==> config.mk <==
export PLATFORM = sky130hd
export DESIGN_NAME = cnn_window_serializer_flat
export DESIGN_NICKNAME = d
export VERILOG_FILES = /design/src/rtl/cnn_window_serializer_pkg.sv /design/src/rtl/cnn_window_serializer_if.sv /design/src/rtl/cnn_window_serializer.sv /design/src/flat_wrapper.sv
export SDC_FILE = /design/constraint.sdc
export NUM_CORES = 1
export LEC_CHECK = 0
export BUFFER_PORTS_ARGS = -buffer_cell sky130_fd_sc_hd__clkbuf_2
export CAP_MARGIN = 25
export CORE_MARGIN = 2
export CORE_UTILIZATION = 55
export CTS_BUF_LIST = sky130_fd_sc_hd__clkbuf_16
export CTS_CLUSTER_DIAMETER = 50
export DETAILED_ROUTE_END_ITERATION = 16
export GPL_TIMING_DRIVEN = 0
export PLACE_DENSITY_LB_ADDON = 0.2
export SKIP_CTS_REPAIR_TIMING = 1
export SLEW_MARGIN = 20
export SYNTH_ARGS = -nofsm -noshare
export SYNTH_HDL_FRONTEND = slang
export SYNTH_SLANG_ARGS = --single-unit
==> constraint.sdc <==
create_clock -name clk -period 4.3 [get_ports clk]
set_input_delay 0.43 -clock clk [delete_from_list [all_inputs] [get_ports clk]]
set_output_delay 0.43 -clock clk [all_outputs]
set_load 0.1 [all_outputs]
==> src/rtl/cnn_window_serializer_pkg.sv <==
// Shared definitions for the CNN window serializer: FSM state encoding and counter sizing.
package cnn_pkg;

  localparam logic ST_IDLE  = 1'b0;
  localparam logic ST_SHIFT = 1'b1;

  typedef enum logic {
    IDLE  = ST_IDLE,
    SHIFT = ST_SHIFT
  } state_t;

  // Beat counter width: max(1, ceil(log2(n))), so N=1 and N=2 still get one bit.
  function automatic int cnt_width(input int n);
    return (n <= 2) ? 1 : $clog2(n);
  endfunction

endpackage

==> src/rtl/cnn_window_serializer_if.sv <==
// Window-in / element-out handshake bundle; master drives windows and consumes beats, slave is the serializer.
interface cnn_window_serializer_if #(
  parameter int IN_WIDTH = 12,
  parameter int N        = 5
);
  logic [IN_WIDTH*N-1:0] x_in;
  logic                  in_valid;
  logic                  in_ready;
  logic [IN_WIDTH-1:0]   x_out;
  logic                  out_valid;
  logic                  out_ready;
  logic                  out_last;

  modport master (
    output x_in, in_valid, out_ready,
    input  in_ready, x_out, out_valid, out_last
  );

  modport slave (
    input  x_in, in_valid, out_ready,
    output in_ready, x_out, out_valid, out_last
  );
endinterface

==> src/rtl/cnn_window_serializer.sv <==
// Serializes an N-element parallel window into N beats; first beat the cycle after accept, stalls hold all state.
// CNN_SERIALIZER_REVERSE_EN emits the highest element first; default emits element 0 first.
module cnn_window_serializer
  import cnn_pkg::*;
#(
  parameter int IN_WIDTH = 12,
  parameter int N        = 5
) (
  input logic                 clk,
  input logic                 rst,
  cnn_window_serializer_if.slave bus
);

  localparam int            CW   = cnt_width(N);
  localparam logic [CW-1:0] LAST = CW'(N - 1);

  state_t                state;
  logic [IN_WIDTH*N-1:0] hold;
  logic [CW-1:0]         cnt;
  logic [CW-1:0]         cnt_inc;
  logic [IN_WIDTH-1:0]   x_out_q;
  logic                  out_valid_q;
  logic                  out_last_q;
  logic                  at_last;
  logic                  in_ready_c;
  logic                  accept;
  logic                  consume;

  // Beat k of a window maps to a held element index according to emission order.
  function automatic logic [IN_WIDTH-1:0] pick(input logic [IN_WIDTH*N-1:0] win,
                                               input logic [CW-1:0]         k);
    int idx;
`ifdef CNN_SERIALIZER_REVERSE_EN
    idx = N - 1 - int'(k);
`else
    idx = int'(k);
`endif
    return win[idx*IN_WIDTH +: IN_WIDTH];
  endfunction

  assign cnt_inc = cnt + CW'(1);
  assign at_last = (cnt == LAST);

  // Ready on the last beat's consume lets the next window follow with no bubble.
  assign in_ready_c = (state == IDLE) || (at_last && bus.out_ready);
  assign accept     = bus.in_valid && in_ready_c;
  assign consume    = (state == SHIFT) && bus.out_ready;

  always_ff @(posedge clk or posedge rst) begin
    if (rst) begin
      state       <= IDLE;
      hold        <= '0;
      cnt         <= '0;
      x_out_q     <= '0;
      out_valid_q <= 1'b0;
      out_last_q  <= 1'b0;
    end else if (accept) begin
      state       <= SHIFT;
      hold        <= bus.x_in;
      cnt         <= '0;
      x_out_q     <= pick(bus.x_in, CW'(0));
      out_valid_q <= 1'b1;
      out_last_q  <= (LAST == CW'(0));
    end else if (consume) begin
      if (at_last) begin
        state       <= IDLE;
        cnt         <= '0;
        x_out_q     <= '0;
        out_valid_q <= 1'b0;
        out_last_q  <= 1'b0;
      end else begin
        cnt        <= cnt_inc;
        x_out_q    <= pick(hold, cnt_inc);
        out_last_q <= (cnt_inc == LAST);
      end
    end
  end

  assign bus.in_ready  = in_ready_c;
  assign bus.x_out     = x_out_q;
  assign bus.out_valid = out_valid_q;
  assign bus.out_last  = out_last_q;

endmodule

==> src/flat_wrapper.sv <==
// flat-port wrapper written by rule: the top's interface ports become plain ports
module cnn_window_serializer_flat import cnn_pkg::*;
#(
  parameter int IN_WIDTH = 12,
  parameter int N        = 5
)
  (clk, rst, bus_x_in, bus_in_valid, bus_out_ready, bus_in_ready, bus_x_out, bus_out_valid, bus_out_last);
  cnn_window_serializer_if #(.IN_WIDTH(IN_WIDTH), .N(N)) bus_i ();
  input logic clk;
  input logic rst;
  input wire logic [$bits(bus_i.x_in)-1:0] bus_x_in;
  input wire logic [$bits(bus_i.in_valid)-1:0] bus_in_valid;
  input wire logic [$bits(bus_i.out_ready)-1:0] bus_out_ready;
  output wire logic [$bits(bus_i.in_ready)-1:0] bus_in_ready;
  output wire logic [$bits(bus_i.x_out)-1:0] bus_x_out;
  output wire logic [$bits(bus_i.out_valid)-1:0] bus_out_valid;
  output wire logic [$bits(bus_i.out_last)-1:0] bus_out_last;
  assign bus_i.x_in = bus_x_in;
  assign bus_i.in_valid = bus_in_valid;
  assign bus_i.out_ready = bus_out_ready;
  assign bus_in_ready = bus_i.in_ready;
  assign bus_x_out = bus_i.x_out;
  assign bus_out_valid = bus_i.out_valid;
  assign bus_out_last = bus_i.out_last;
  cnn_window_serializer #(.IN_WIDTH(IN_WIDTH), .N(N)) u_core (.clk(clk), .rst(rst), .bus(bus_i));
endmodule
==> results.txt, run 1 <==
Port bufs - 78
Clock Skew - 0.00639 ns
Slowest cell on the critical path - clkbuf_2
Max Cap Viol - 0
Wirelength, routed - 7960 um
Drt drc - 0
Clock Latency Late Sink - 0.33 ns
Kind of critical path - reg -> out
RSZ-0062 raised after global routing - no
Number of global-route vias before repair - 2,585
Initial antenna violation count - 0
DR pass1 iterations - 4
Minimum clock period - 2.44 ns
Yosys top cell area share - 0.538
Synth-to-layout area growth - 23.4%
Placed inst area - 4090 sq um
Hold Worst Slack - 0.103 ns
Crit path DAT - 2.01 ns
Cells after DPL - 415
Cell Pwr Density - 897 nW/um^2
CTS sink count - 77
Min-Delay Path Class - in -> async
Clock root buffer - clkbuf_16
Vias per cell - 5.76
Status - complete, no violations
Clk pwr share - 0.211
Post-Layout Cell Count - 430
Nets - 416
Core box area - 6310 sq um
H-tree Lvls - 3
Switch Pwr - 1.58 mW
Iteration-0 DRC Markers - 125
Vias - 2,477
Design Area, Final - 4420 sq um
CTS tree - built
Sequential fraction of the synthesis area - 0.538
Final Hold Vio Count - 0
Peak supply drop - 0.518 mV
Final RePlAce weighted congestion - 0.788
Share of cells above drive strength 1 - 0.391
ANT nets after route - 0
Critical Path Sink Type - primary output
Yosys cell types - 31
Antenna diodes - 0
Yosys warns - 0
Post-Syn Area - 3580 sq um
Power Internal - 2.38 mW
Cell Rows - 29
F_max - 411 MHz
Tot GR Track Use - 0.244
Initial core utilization - 0.567
Leak Pwr - 2.07 nW
Avg Cell Area, Syn - 13.8 sq um
Clock-pin slew on the worst setup and hold paths - 0.05 ns
Die width - 84.7 um
GRT overflow - 0
Comb power frac - 0.466
Pins Over Slew Limit - 0
Worst setup SP type - flop
Synthesized flop and latch total - 77
Final Setup Violations - 0
Most used cell, CP - buf_6
Final Cycle Share - 0.566
Leading area contributor after synthesis - dfrtp_1
# IOs - 79
Top post-synthesis cells by area - dfrtp_1 54%, mux2_1 18%, mux2_2 6.6%
Max stage delay on crit path - 0.46 ns
First-pass GRT wire length - 13,100 um
Critical Path, Cell by Cell - buf_6, buf_6, inv_1, ha_1, nand3_1, nand2_1, clkbuf_2
Setup TNS - 0 ns
Post-Syn Nets - 326
Largest net degree at the start of global routing - 44
Filler instances - 484
WL/cell - 18.5 um
Crit-path max FO - 10
Area of the multi-input gates - 1460 sq um
Die footprint - 7170 sq um
WP data required - 3.87 ns
Max clock buf depth - 2
FF/Latch Area - 1930 sq um
CTS Buf Count - 9
Mapped Cells - 259
Reg power frac - 0.323
Die height - 84.7 um
Worst Tran Pin Value - 0.589 ns
Post-DP HPWL - 5560 um
Max_slew headroom - 0.608
Switching Fraction - 0.398
Pwr Total - 3.96 mW
-- power groups by stage --
stage	Combinational (mW)	Sequential [mW]	Clock (mW)
5_1_grt	1.98	1.32	0.877
6_report	1.85	1.28	0.837
3_5_place_dp	1.85	1.29	0
2_1_floorplan	1.10	1.62	0
4_1_cts	1.86	1.28	0.851
3_3_place_gp	1.80	1.27	0
-- layout make-up --
type / instances / area share
clock buffers: 9 / 0.0510
clock inverters: 6 / 0.0232
plain buffers: 18 / 0.0383
well taps: 77 / 0.0218
inverters: 6 / 0.00567
multi-input cells: 158 / 0.331
flip-flops and latches: 77 / 0.436
repair buffers: 79 / 0.0929
-- path summary, 6_finish.rpt --
path | from | endpoint | slack [ns] | cells past startpoint
max in group asynchronous | rst | u_core.hold[30] | 3.62 | 3
worst max-delay path | u_core.cnt[0] | bus_in_ready | 1.86 | 7
worst min-delay path | rst | u_core.state | 0.10 | 2
worst max register to register | u_core.cnt[0] | u_core.bus.x_out[3] | 1.96 | 9
min in group clk | bus_x_in[13] | u_core.hold[13] | 0.31 | 2
worst min register to register | u_core.hold[41] | u_core.hold[41] | 0.48 | 1
-- through the flow --
stage | worst slack (ns) | utilization
2_1_floorplan | 1.90 | -
3_3_place_gp | 0.982 | 0.644
3_5_place_dp | 2.00 | 0.647
4_1_cts | 1.86 | 0.699
5_1_grt | 1.76 | 0.699
6_report | 1.86 | 0.699
-- metal layers --
layer | up-vias | routed length, um | track usage
met5 | - | 0 | 0
met4 | 0 | 110 | 0.0952
met3 | 8 | 429 | 0.0570
met2 | 83 | 3890 | 0.392
met1 | 1251 | 3530 | 0.324
li1 | 1135 | - | -
-- synth_stat cells (all sizes together) --
cell	n
a211oi	1
a21boi	1
a21oi	14
a221o	11
a22o	1
a22oi	1
a32o	1
and2	1
buf	15
clkbuf	3
dfrtp	77
ha	3
inv	6
mux2	83
mux2i	1
nand2	5
nand2b	2
nand3	3
nor2	3
nor2b	1
nor3	11
o21ai	3
o22ai	11
o31ai	1
-- worst max-delay path: cells and delay by family, from the launching register on --
| family | cells | cell delay [ns] |
|---|---|---|
| adder cells (fa/ha/maj) | 1 | 0.18 |
| buffers and inverters | 4 | 0.87 |
| flip-flops | 1 | 0.40 |
| AND/OR/NAND/NOR | 2 | 0.23 |
-- sequential cells by signal, indices dropped and copies added (netlist names) --
register	cells
u_core.bus.out_last	1
u_core.bus.x_out	12
u_core.cnt	3
u_core.hold	60
u_core.state	1
-- logic make-up (layout without fill, tap and decap cells) --
| group | Yosys count | in the layout | share of synthesized area |
|---|---|---|---|
| adder cells (fa/ha/maj) | 3 | 3 | 0.0105 |
| AO/OA/AOI/OAI | 45 | 45 | 0.0944 |
| buffers and inverters | 24 | 118 | 0.0535 |
| flip-flops | 77 | 77 | 0.538 |
| multiplexers | 84 | 84 | 0.268 |
| AND/OR/NAND/NOR | 26 | 26 | 0.0350 |
-- placed cells by master (no fill, tap or decap), drive strengths merged --
master and count:
a22oi 1, nor2b 1, buf 16, nand2 5, a21oi 14, o31ai 1, nor3 11, clkinv 3
bufinv 3, ha 3, clkbuf 90, inv 6, a211oi 1, mux2i 1, nor2 3, o22ai 11
nand3 3, o21ai 3, a21boi 1, a221o 11, nand2b 2, mux2 83, a22o 1, a32o 1
and2 1, dfrtp 77
(Power assumes the default switching activity.)
==> run 2: changes to the inputs <==
- CORE_UTILIZATION: 55 -> 49
- clock period: 4.3 -> 2.21 ns (I/O delays scaled with it)
==> run 2 against run 1 <==
Via count decreased by 2.3%; register-to-register slack got worse by 1.9 ns; die area increased by 12%; final cell count up 5.6%; global-route usage shrank 3.7 points; largest cell class unchanged; largest power group unchanged; sequential power is 95% higher; critical endpoint is now u_core.hold[5]; utilization decreased by 8.4 points; routed wire length fell by 2.5%.
==> results.txt, run 2 (same netlist as run 1, synthesis figures left out) <==
Worst hold start - bus_x_in[33]
FF-to-FF End - u_core.hold[5]
Worst setup startpoint - u_core.cnt[0]
Clock Skew - 0.00511 ns
Minimum clock period - 2.12 ns
Synth-to-layout area growth - 23.3%
Die height - 89.5 um
Most flops, register - u_core.hold
Hold depth - 2
Endpoint, Worst Hold - u_core.hold[33]
Post-DP HPWL - 5640 um
First-pass GRT wire length - 12,100 um
WL/cell - 17.1 um
Die footprint - 8000 sq um
Design Area, Final - 4410 sq um
F_max - 472 MHz
Die width - 89.5 um
Antenna diodes - 0
Max Cap Viol - 0
Initial antenna violation count - 0
Iteration-0 DRC Markers - 127
Number of global-route vias before repair - 2,437
GRT overflow - 0
Crit-path max FO - 10
Core box area - 7180 sq um
Largest net degree at the start of global routing - 43
Clock root buffer - clkbuf_16
Status - complete, no violations
WP data required - 2.41 ns
CTS Buf Count - 9
Nets - 418
Wirelength, routed - 7770 um
CTS tree - built
Reg2Reg Depth - 9
Hold Worst Slack - 0.107 ns
Min-Delay Path Class - in -> reg
Cell Pwr Density - 1680 nW/um^2
Commonest non-fill, non-tap cell in the layout - clkbuf_2
Cell Rows - 31
Reg2Reg Setup Slack - 0.09 ns
Tot GR Track Use - 0.208
Worst Tran Pin Value - 0.529 ns
ANT nets after route - 0
Critical Path Sink Type - flop
DR pass1 iterations - 4
CTS sink count - 77
Worst setup margin - 0.0908 ns
Kind of critical path - reg -> reg
Largest register FFs - 60
Leak Pwr - 2.07 nW
Vias per cell - 5.33
Final Hold Vio Count - 0
Max_slew headroom - 0.637
Clock Latency Late Sink - 0.32 ns
Vias - 2,420
Clock-pin slew on the worst setup and hold paths - 0.06 ns
Final RePlAce weighted congestion - 0.831
Crit path DAT - 2.32 ns
Share of cells above drive strength 1 - 0.397
Reg-to-reg startpoint - u_core.cnt[0]
Peak supply drop - 0.620 mV
Placed inst area - 4120 sq um
Final Setup Violations - 0
Initial core utilization - 0.499
Port bufs - 78
# IOs - 79
Worst setup SP type - flop
Most frequent cells in the layout - 79 x clkbuf_2, 77 x dfrtp_1, 58 x mux2_1, 21 x mux2_2, 14 x a21oi_1
Drt drc - 0
Setup WS pre-CTS - -0.0648 ns
Final Cycle Share - 0.959
Max clock buf depth - 2
Pins Over Slew Limit - 0
H-tree Lvls - 3
## run 2: final cells by class
type	count	area (sq um)
buffer	18	173
clock buffer	9	225
clock inverter	6	25.0
fill	594	2760
inverter	6	25.0
multi-input combinational	158	1480
sequential	77	1930
tap	99	124
timing repair buffer	81	430
## run 2: layer usage
layer | share of wire | vias up | routed length (um) | track usage
met5 | 0 | - | 0 | 0
met4 | 0.014 | 0 | 112 | 0.0923
met3 | 0.059 | 10 | 457 | 0.0443
met2 | 0.46 | 89 | 3560 | 0.316
met1 | 0.47 | 1179 | 3630 | 0.286
li1 | - | 1142 | - | -
## run 2: critical path, stage by stage, from the launching register on
cell      delay, ns
dfrtp_1        0.40
buf_6          0.16
buf_6          0.15
inv_1          0.12
ha_4           0.15
nand3_1        0.12
a21boi_2       0.18
buf_6          0.18
buf_8          0.16
mux2_1         0.34
## run 2: worst max-delay path by stage
stage                                to  slack, ns  cells after the start
floorplan           u_core.bus.out_last       0.02                      1
global placement        u_core.hold[39]      -0.90                      2
detailed placement  u_core.bus.x_out[3]      -0.06                      9
CTS                 u_core.bus.x_out[4]      -0.08                      9
global route            u_core.hold[46]      -0.01                      9
finish                   u_core.hold[5]       0.09                      9
## run 2: power breakdown
group	internal, mW	switching, mW
logic	1.50	2.16
clock network	0.732	0.511
registers	2.12	0.377
## run 2: through the flow
stage / setup TNS [ns] / power (mW) / util / std cells
floorplan: 0 / 5.28 / - / 259
global placement: -69.07 / 5.96 / 0.570 / 436
detailed placement: -0.281 / 6.08 / 0.573 / 437
CTS: -0.552 / 7.34 / 0.608 / 452
global route: -0.0888 / 7.83 / 0.615 / 454
finish: 0 / 7.40 / 0.615 / 454
